$ cat src/rtl/nes_bus_pkg.sv
// Shared NES CPU bus definitions: DMA sequencer states and the fixed
// register/range addresses used by the OAM DMA block and the bus decoder.
package nes_bus_pkg;

  typedef enum logic [2:0] {
    IDLE,
    HALT,
    ALIGN,
    READ,
    WRITE
  } dma_state_t;

  // Individual register addresses
  localparam logic [15:0] PPU_OAMDATA_ADDR = 16'h2004;
  localparam logic [15:0] OAM_DMA_ADDR     = 16'h4014;
  localparam logic [15:0] JOY1_ADDR        = 16'h4016;
  localparam logic [15:0] JOY2_ADDR        = 16'h4017;

  // Decoder ranges: PPU registers mirror across $2000-$3FFF, cartridge from $4020
  localparam logic [15:0] PPU_REG_BASE     = 16'h2000;
  localparam logic [15:0] PPU_REG_END      = 16'h3FFF;
  localparam logic [15:0] CART_BASE        = 16'h4020;

  // Source address of one DMA byte: fixed page, 8-bit index with no carry
  function automatic logic [15:0] dma_src_addr(input logic [7:0] page,
                                               input logic [7:0] idx);
    return {page, idx};
  endfunction

endpackage

$ cat src/rtl/nes_oam_dma.sv
// Sprite OAM DMA sequencer. A CPU write to DMA_REG_ADDR halts the CPU via
// cpu_rdy, then copies 256 bytes from page $XX00-$XXFF to OAM_DATA_ADDR with
// alternating get (read) and put (write) CPU cycles. All sequencing advances
// on cpu_ce only; dma_done is the sole output that changes between pulses.
// Build option: define NES_DMA_ALIGN_EN to track get/put parity and insert
// one ALIGN cycle when the first read would land on a put cycle (513/514
// cycles). Without it, HALT always proceeds straight to READ (513 cycles).
module nes_oam_dma
  import nes_bus_pkg::*;
#(
  parameter logic [15:0] DMA_REG_ADDR  = OAM_DMA_ADDR,
  parameter logic [15:0] OAM_DATA_ADDR = PPU_OAMDATA_ADDR,
  parameter int unsigned XFER_LEN      = 256
) (
  input  logic        clk,
  input  logic        reset_n,
  input  logic        cpu_ce,
  input  logic [15:0] cpu_addr,
  input  logic        cpu_rd,
  input  logic        cpu_wr,
  input  logic [7:0]  cpu_dout,
  input  logic [7:0]  bus_rdata,
  output logic        cpu_rdy,
  output logic        dma_active,
  output logic [15:0] dma_addr,
  output logic        dma_rd,
  output logic        dma_wr,
  output logic [7:0]  dma_wdata,
  output logic        dma_done
);

  // Index of the final byte; the index counter is 8 bits so XFER_LEN is 256
  localparam logic [7:0] LAST_IDX = 8'(XFER_LEN - 1);

  dma_state_t  state_q, state_d;
  logic [7:0]  page_q, page_d;
  logic [7:0]  idx_q, idx_d;
  logic [7:0]  data_q, data_d;
  logic        rdy_q, rdy_d;
  logic        active_q, active_d;
  logic [15:0] addr_q, addr_d;
  logic        rd_q, rd_d;
  logic        wr_q, wr_d;
  logic        done_q, done_d;
  logic        trigger;

`ifdef NES_DMA_ALIGN_EN
  logic        parity_q;  // 0 = current CPU cycle is a get, 1 = put

  // Get/put parity flips on every CPU cycle from reset
  always_ff @(posedge clk or negedge reset_n) begin
    if (!reset_n) begin
      parity_q <= 1'b0;
    end else if (cpu_ce) begin
      parity_q <= ~parity_q;
    end
  end
`endif

  assign trigger = cpu_wr && (cpu_addr == DMA_REG_ADDR);

  // Next-state and next-output logic; outputs are registered so they hold
  // for the whole CPU cycle that the new state occupies
  always_comb begin
    state_d  = state_q;
    page_d   = page_q;
    idx_d    = idx_q;
    data_d   = data_q;
    rdy_d    = rdy_q;
    active_d = active_q;
    addr_d   = addr_q;
    rd_d     = rd_q;
    wr_d     = wr_q;
    done_d   = 1'b0;

    if (cpu_ce) begin
      case (state_q)
        IDLE: begin
          if (trigger) begin
            page_d  = cpu_dout;
            idx_d   = '0;
            rdy_d   = 1'b0;
            state_d = HALT;
          end
        end

        HALT: begin
          // The CPU only stalls on a read; keep waiting while it still writes
          if (cpu_rd) begin
            active_d = 1'b1;
`ifdef NES_DMA_ALIGN_EN
            // Next cycle is a put when the current one is a get
            if (!parity_q) begin
              state_d = ALIGN;
            end else begin
              state_d = READ;
              rd_d    = 1'b1;
              addr_d  = dma_src_addr(page_q, idx_q);
            end
`else
            state_d = READ;
            rd_d    = 1'b1;
            addr_d  = dma_src_addr(page_q, idx_q);
`endif
          end
        end

        ALIGN: begin
          state_d = READ;
          rd_d    = 1'b1;
          addr_d  = dma_src_addr(page_q, idx_q);
        end

        READ: begin
          data_d  = bus_rdata;
          state_d = WRITE;
          rd_d    = 1'b0;
          wr_d    = 1'b1;
          addr_d  = OAM_DATA_ADDR;
        end

        WRITE: begin
          wr_d = 1'b0;
          if (idx_q == LAST_IDX) begin
            state_d  = IDLE;
            rdy_d    = 1'b1;
            active_d = 1'b0;
            done_d   = 1'b1;
            addr_d   = '0;
          end else begin
            idx_d   = idx_q + 8'd1;
            state_d = READ;
            rd_d    = 1'b1;
            addr_d  = dma_src_addr(page_q, idx_q + 8'd1);
          end
        end

        default: begin
          state_d = IDLE;
        end
      endcase
    end
  end

  // State and output registers; without cpu_ce the next values equal the
  // current ones, so everything except the dma_done pulse holds
  always_ff @(posedge clk or negedge reset_n) begin
    if (!reset_n) begin
      state_q  <= IDLE;
      page_q   <= '0;
      idx_q    <= '0;
      data_q   <= '0;
      rdy_q    <= 1'b1;
      active_q <= 1'b0;
      addr_q   <= '0;
      rd_q     <= 1'b0;
      wr_q     <= 1'b0;
      done_q   <= 1'b0;
    end else begin
      state_q  <= state_d;
      page_q   <= page_d;
      idx_q    <= idx_d;
      data_q   <= data_d;
      rdy_q    <= rdy_d;
      active_q <= active_d;
      addr_q   <= addr_d;
      rd_q     <= rd_d;
      wr_q     <= wr_d;
      done_q   <= done_d;
    end
  end

  assign cpu_rdy    = rdy_q;
  assign dma_active = active_q;
  assign dma_addr   = addr_q;
  assign dma_rd     = rd_q;
  assign dma_wr     = wr_q;
  assign dma_wdata  = data_q;
  assign dma_done   = done_q;

endmodule

$ cat config.mk
export PLATFORM = sky130hd
export DESIGN_NAME = nes_oam_dma
export DESIGN_NICKNAME = d
export VERILOG_FILES = /design/src/rtl/nes_bus_pkg.sv /design/src/rtl/nes_oam_dma.sv
export SDC_FILE = /design/constraint.sdc
export NUM_CORES = 1
export LEC_CHECK = 0
export ABC_CLOCK_PERIOD_IN_PS = 4019
export CAP_MARGIN = 25
export CORE_UTILIZATION = 40
export CTS_CLUSTER_SIZE = 10
export DETAILED_ROUTE_END_ITERATION = 16
export GPL_TIMING_DRIVEN = 0
export HOLD_SLACK_MARGIN = 0.02
export PLACE_DENSITY = 0.71
export SYNTH_ARGS = -nofsm -noshare
export SYNTH_HDL_FRONTEND = slang
export SYNTH_SLANG_ARGS = --single-unit
export TNS_END_PERCENT = 50
$ cat constraint.sdc
create_clock -name clk -period 4.02 [get_ports clk]
set_input_delay 0.603 -clock clk [delete_from_list [all_inputs] [get_ports clk]]
set_output_delay 0.603 -clock clk [all_outputs]
set_load 0.02 [all_outputs]
==> metrics.md, run 1 <==
| Metric | Value |
|---|---|
| Status | `complete, no violations` |
| FF+latch count, synth | `48` |
| Largest stage delay on the critical path | `between 0.5 and 0.6 ns` |
| WP data arrival | `between 2 and 3 ns` |
| Reg clk slew, reported paths | `0.08 ns` |
| Layout area overhead | `39.0%` |
| Crit path kind | `in -> reg` |
| Post-synthesis sequential area ratio | `between 50% and 60%` |
| Die Ht | `between 70 and 80 um` |
| Top delay family on crit path | `simple AND/OR/NAND/NOR gates` |
| Layout fillers | `around 490` |
| Primary FF master, synth | `dfrtp_1` |
| Net count after synthesis | `240` |
| Post-synth EDFFs | `0` |
| Footprint of the multi-input gates | `roughly 990 um^2` |
| GP Congestion | `0.880` |
| Critical path startpoint category | `input port` |
| Drt via density | `5.34` |
| VDD IR max | `0.332 mV` |
| Die X | `~77 um` |
| First-pass GRT wire length | `about 8600 um` |
| WL per Instance | `between 10 and 15 um` |
| WP buf/inv | `2` |
| DRC | `0` |
| CP max FO | `8` |
| Worst Tran Pin Value | `0.503 ns` |
| Max Clk Rate | `0.428 GHz` |
| Root Driver | `clkbuf_8` |
| Crit path time final | `approximately 2.3 ns` |
| Ys Warns | `0` |
| H-tree depth | `2` |
| P per Cell Area | `about 540 mW/mm^2` |
| Iter 0 DRT Violations | `between 100 and 150` |
| Distinct cells, synth | `55` |
| RSZ-0062 raised after global routing | `no` |
| Total number of vias | `around 1900` |
| Most frequent cells in the layout | `clkdlybuf4s50_1 (64), dfrtp_1 (47), nand2_1 (19)` |
| Crit-path slowest cell | `clkdlybuf4s50_1` |
| IO Count | `66` |
| Crit path required time | `around 4.2 ns` |
| Number of max-cap violations | `0` |
| Core area | `between 0.005 and 0.006 mm^2` |
| CTS Buf Count | `5` |
| Initial antenna violation count | `0` |
| # rows | `27` |
| Final setup vio count | `0` |
| Critical Path, Cell by Cell | `clkdlybuf4s50_1 -> nor2b_4 -> nand2b_2 -> nor3_2 -> or2_1 -> buf_6 -> mux2_4` |
| Min-Delay Path Class | `in -> async` |
| Post-Syn Area | `approximately 0.0023 mm^2` |
| Total grt overflow | `0` |
| Number of global-route vias before repair | `approximately 1800` |
| Pleak | `roughly 1.3 nW` |
| Final setup skew | `0.0106 ns` |
| Cts hold-fix bufs | `0` |
| Global Route Usage Sum | `18.1%` |
| Initial Util | `about 41%` |
| Clock Sinks | `48` |
| Tcrit/Tclk final | `between 50% and 60%` |
| Slew Viols, Final | `0` |
| Hpwl dp | `about 3700 um` |
| Largest net degree at the start of global routing | `36` |
| PortBufs | `65` |
| Final Hold Fails | `0` |
| Cells after Synth | `between 200 and 250` |
| Sequential cell area | `0.00120 mm^2` |
| Worst slew margin | `around 66%` |
| Longest Clk Path Bufs | `2` |
| Asr flop ratio synth | `100%` |
| Avg Cell Area, Syn | `11.2 um^2` |
| Commonest non-fill, non-tap cell in the layout | `clkdlybuf4s50_1` |
| ANT nets after route | `0` |
| Hold slack | `approximately 0.2 ns` |
| Skew-Pair Late Insertion Delay | `0.30 ns` |
| Setup TNS Final | `0 ns` |
| Post CTS Setup Buffer Count | `0` |
| Die Area | `0.00598 mm^2` |
| # nets final | `313` |
| # diodes | `0` |
| CTS tree | `yes` |
| Post-CTS sizing | `0` |
| Worst Setup End Kind | `register` |
| Ratio of cells with drive above 1 in the final layout | `between 10% and 20%` |
| Final wirelength | `between 5000 and 6000 um` |
| Router iterations before antenna repair | `4` |
[registers in the layout (all words and copies together) (netlist names), 3 cells and up]
signal     count
dma_addr      16
dma_wdata      8
idx_q          8
page_q         8
state_q        3
[through the flow]
stage          cell area [um^2]  total power, mW  utilization [%]  instances  setup WS (ns)
3_5_place_dp               3030             1.31             55.3        340           1.38
3_3_place_gp               3010             1.29             55.0        339          0.967
4_1_cts                    3160             1.71             57.7        347           1.71
6_report                   3160             1.69             57.7        347           1.68
2_1_floorplan              2270             1.03                -        202           2.08
5_1_grt                    3160             1.79             57.7        347           1.62
[synthesized netlist by cell type (2+ instances only)]
master	n	area share (%)
nor4_1	3	0.83
a32oi_1	2	0.77
nor2_1	7	1.2
mux2_2	16	7.9
clkbuf_1	3	0.50
nand2_1	19	3.1
nand3_1	4	0.88
or2_1	2	0.55
a22o_2	2	0.88
inv_1	4	0.66
nor2b_1	2	0.55
a21oi_1	16	3.5
nor3_1	5	1.1
buf_6	2	0.99
o21ai_0	14	3.1
buf_2	5	1.1
dfrtp_1	47	52
a31oi_1	6	1.7
a22o_1	7	2.7
[worst paths after layout]
check / slack (ns) / end / start / depth (start not counted)
hold reg to reg: 0.48 / dma_addr[4] / dma_addr[4] / 2
max in group asynchronous: 3.27 / cpu_rdy / reset_n / 2
min in group clk: 0.48 / dma_addr[4] / dma_addr[4] / 2
setup / recovery: 1.68 / idx_q[3] / cpu_ce / 7
setup reg to reg: 1.86 / idx_q[3] / idx_q[0] / 7
hold / removal: 0.21 / page_q[3] / reset_n / 1
[logic make-up after synthesis]
| kind of cell | count (synthesis) | share of synthesized area [%] |
|---|---|---|
| and+or+nand+nor | 62 | 17.2 |
| AOI/OAI and AO/OA | 57 | 16.3 |
| DFF | 48 | 52.9 |
| muxes | 18 | 9.04 |
| buffers and inverters | 15 | 3.58 |
| xor gates and xnor gates | 1 | 0.386 |
| adders and majority gates | 1 | 0.551 |
[power by group]
part           switching, mW  internal (mW)
combinational          0.351          0.303
sequential            0.0644          0.575
clock                  0.153          0.245
[metal layers]
metal,vias to the layer above,global-route usage (%),share of wire (%)
met5,-,0,0
met4,0,7.92,0.45
met3,2,5.29,7.5
met2,63,28.1,48
met1,900,23.5,44
li1,887,-,-
[area by class of cell]
type                            count  area share (%)
Buffer                             11            2.10
Clock inverter                      2            1.90
Tap cell                           72            2.85
Timing Repair Buffer               66            21.1
Clock buffer                        5            2.18
Sequential cell                    48            38.1
Inverter                            4           0.476
Multi-Input combinational cell    139            31.3
Note: power is estimated with default switching activity, not from simulation.
==> run 2, diff against run 1 <==
--- a/config.mk
+++ b/config.mk
@@ -5,7 +5,7 @@
 export SDC_FILE = /design/constraint.sdc
 export NUM_CORES = 1
 export LEC_CHECK = 0
-export ABC_CLOCK_PERIOD_IN_PS = 4019
+export ABC_CLOCK_PERIOD_IN_PS = 2180
 export CAP_MARGIN = 25
 export CORE_UTILIZATION = 40
 export CTS_CLUSTER_SIZE = 10
==> constraint.sdc (replaced) <==
create_clock -name clk -period 2.18 [get_ports clk]
set_input_delay 0.327 -clock clk [delete_from_list [all_inputs] [get_ports clk]]
set_output_delay 0.327 -clock clk [all_outputs]
set_load 0.02 [all_outputs]
==> run 2 against run 1 <==
Clock skew about the same; register-to-register slack lost 1.7 ns; largest power group unchanged; largest cell class unchanged; critical path depth unchanged; global-route usage unchanged; non-clock buffer count rose by 1; clock-buffer cell count unchanged.
==> metrics.md, run 2 (synthesis results as in run 1) <==
| Metric | Value |
|---|---|
| Final wirelength | `5090 um (-0.51%)` |
| Drt via density | `5.32 (-0.23%)` |
| Layout area overhead | `39.7%` |
| Dpl cells | `340 (unchanged)` |
| ANT nets after route | `0 (unchanged)` |
| Initial antenna violation count | `0 (unchanged)` |
| DRC | `0 (unchanged)` |
| WP data arrival | `2.23 ns (-0.29 ns)` |
| Reg clk slew, reported paths | `0.08 ns (about the same)` |
| Critical path startpoint category | `register` |
| WL per Instance | `14.6 um (-0.79%)` |
| Fin util | `58.0% (+0.30 points)` |
| Initial Util | `41.5% (unchanged)` |
| Commonest non-fill, non-tap cell in the layout | `clkdlybuf4s50_1` |
| Total grt overflow | `0 (unchanged)` |
| Final setup skew | `0.0102 ns (-0.000486 ns)` |
| # diodes | `0 (unchanged)` |
| First-pass GRT wire length | `8630 um (unchanged)` |
| Max Clk Rate | `between 0.4 and 0.5 GHz` |
| Ratio of cells with drive above 1 in the final layout | `18.8% (-0.069 points)` |
| Final setup vio count | `0 (unchanged)` |
| Die Ht | `77.3 um (unchanged)` |
| Global Route Usage Sum | `18.1% (unchanged)` |
| Largest register FFs | `16 (unchanged)` |
| VDD IR max | `0.613 mV (+84%)` |
| Largest net degree at the start of global routing | `36 (unchanged)` |
| CTS tree | `yes` |
| # nets final | `314 (+0.32%)` |
| Router iterations before antenna repair | `4 (unchanged)` |
| IO Count | `66 (unchanged)` |
| CP max FO | `8 (unchanged)` |
| CTS Buf Count | `5 (unchanged)` |
| Most frequent cells in the layout | `clkdlybuf4s50_1 (64), dfrtp_1 (47), nand2_1 (19)` |
| Status | `complete, no violations` |
| Hpwl dp | `3690 um (unchanged)` |
| Worst Setup End Kind | `register` |
| Post CTS Setup Buffer Count | `0 (unchanged)` |
| Finished Layout Cells | `348 (+0.29%)` |
| Skew-Pair Late Insertion Delay | `0.30 ns (about the same)` |
| Final Hold Fails | `0 (unchanged)` |
| GP Congestion | `0.880 (unchanged)` |
| Number of global-route vias before repair | `1834 (+0.33%)` |
| Total number of vias | `1853 (+0.054%)` |
| Slew Viols, Final | `0 (unchanged)` |
| PortBufs | `65 (unchanged)` |
| Core area | `0.00547 mm^2 (unchanged)` |
| Root Driver | `clkbuf_8` |
| Number of max-cap violations | `0 (unchanged)` |
| Die X | `77.3 um (unchanged)` |
| Tcrit/Tclk final | `93.8%` |
| Worst Tran Pin Value | `0.493 ns (-0.0102 ns)` |
| Die Area | `0.00598 mm^2 (unchanged)` |
| Longest Clk Path Bufs | `2 (unchanged)` |
| Worst slew margin | `67.0% (+0.72 points)` |
| Clock Sinks | `48 (unchanged)` |
| Crit path required time | `2.36 ns (-1.84 ns)` |
| Min-Delay Path Class | `in -> async` |
| Crit path time final | `2.05 ns` |
| Crit path kind | `reg -> reg` |
| Iter 0 DRT Violations | `133 (-10%)` |
| # rows | `27 (unchanged)` |
| H-tree depth | `2 (unchanged)` |
| RSZ-0062 raised after global routing | `no` |
| P per Cell Area | `985 mW/mm^2 (+84%)` |
| Pleak | `1.33 nW (+0.27%)` |
==> run 2: cell types whose count changed in the layout (fill, tap and decap cells not counted) <==
cell	previous run	this run
nor3_2	1	0
dlygate4sd3_1	0	1
nor3_4	0	1
==> run 2: worst max-delay path, stage by stage (launching register included) <==
cell	delay (ns)
dfrtp_1	0.45
ha_1	0.29
nand3_2	0.18
nor2_4	0.26
nor3_4	0.10
or2_1	0.23
buf_6	0.14
mux2_4	0.29
==> run 2: where the power goes <==
part / switching [mW] / internal [mW]
sequential: 0.118 / 1.06
combinational: 0.652 / 0.561
clock: 0.285 / 0.451
==> run 2: final cells by class <==
| cell class | count | area [um^2] |
|---|---|---|
| Clock buffer | 5 | 68.8 |
| Tap cell | 72 | 90.1 |
| Sequential cell | 48 | 1200 |
| Buffer | 11 | 66.3 |
| Timing Repair Buffer | 67 | 676 |
| Multi-Input combinational cell | 139 | 993 |
| Fill cell | 485 | 2300 |
| Clock inverter | 2 | 60.1 |
| Inverter | 4 | 15.0 |
==> run 2: stage by stage <==
stage	area (um^2)	worst slack, ns	power (mW)	hold slack [ns]	setup TNS [ns]
floorplan	2270	0.326	1.90	0.0314	0
global placement	3010	-0.597	2.38	0.466	-28.46
detailed placement	3030	-0.183	2.41	0.250	-0.549
CTS	3170	0.0481	3.15	0.475	0
global route	3170	0.0320	3.30	0.496	0
finish	3170	0.134	3.13	0.468	0
==> run 2: repair_timing <==
action	CTS	global route
endpoints found under the setup margin	0	1
hold buffers	1	0
gates resized for setup	0	1
endpoints found under the hold margin	13	0
==> run 2: final timing paths <==
kind / startpoint / endpoint / slack, ns / cells past startpoint
setup / recovery: idx_q[0] / idx_q[3] / 0.13 / 7
min in group clk: dma_addr[4] / dma_addr[4] / 0.48 / 2
setup reg to reg: idx_q[0] / idx_q[3] / 0.13 / 7
hold reg to reg: dma_addr[4] / dma_addr[4] / 0.48 / 2
hold / removal: reset_n / page_q[3] / 0.47 / 2
max in group asynchronous: reset_n / cpu_rdy / 1.17 / 3
==> run 2: metal layers <==
metal	up-vias	part of all wire, %	GRT usage (%)
met5	-	0	0
met4	0	1.8	7.92
met3	10	8.0	5.29
met2	70	46	28.1
met1	886	44	23.5
li1	887	-	-
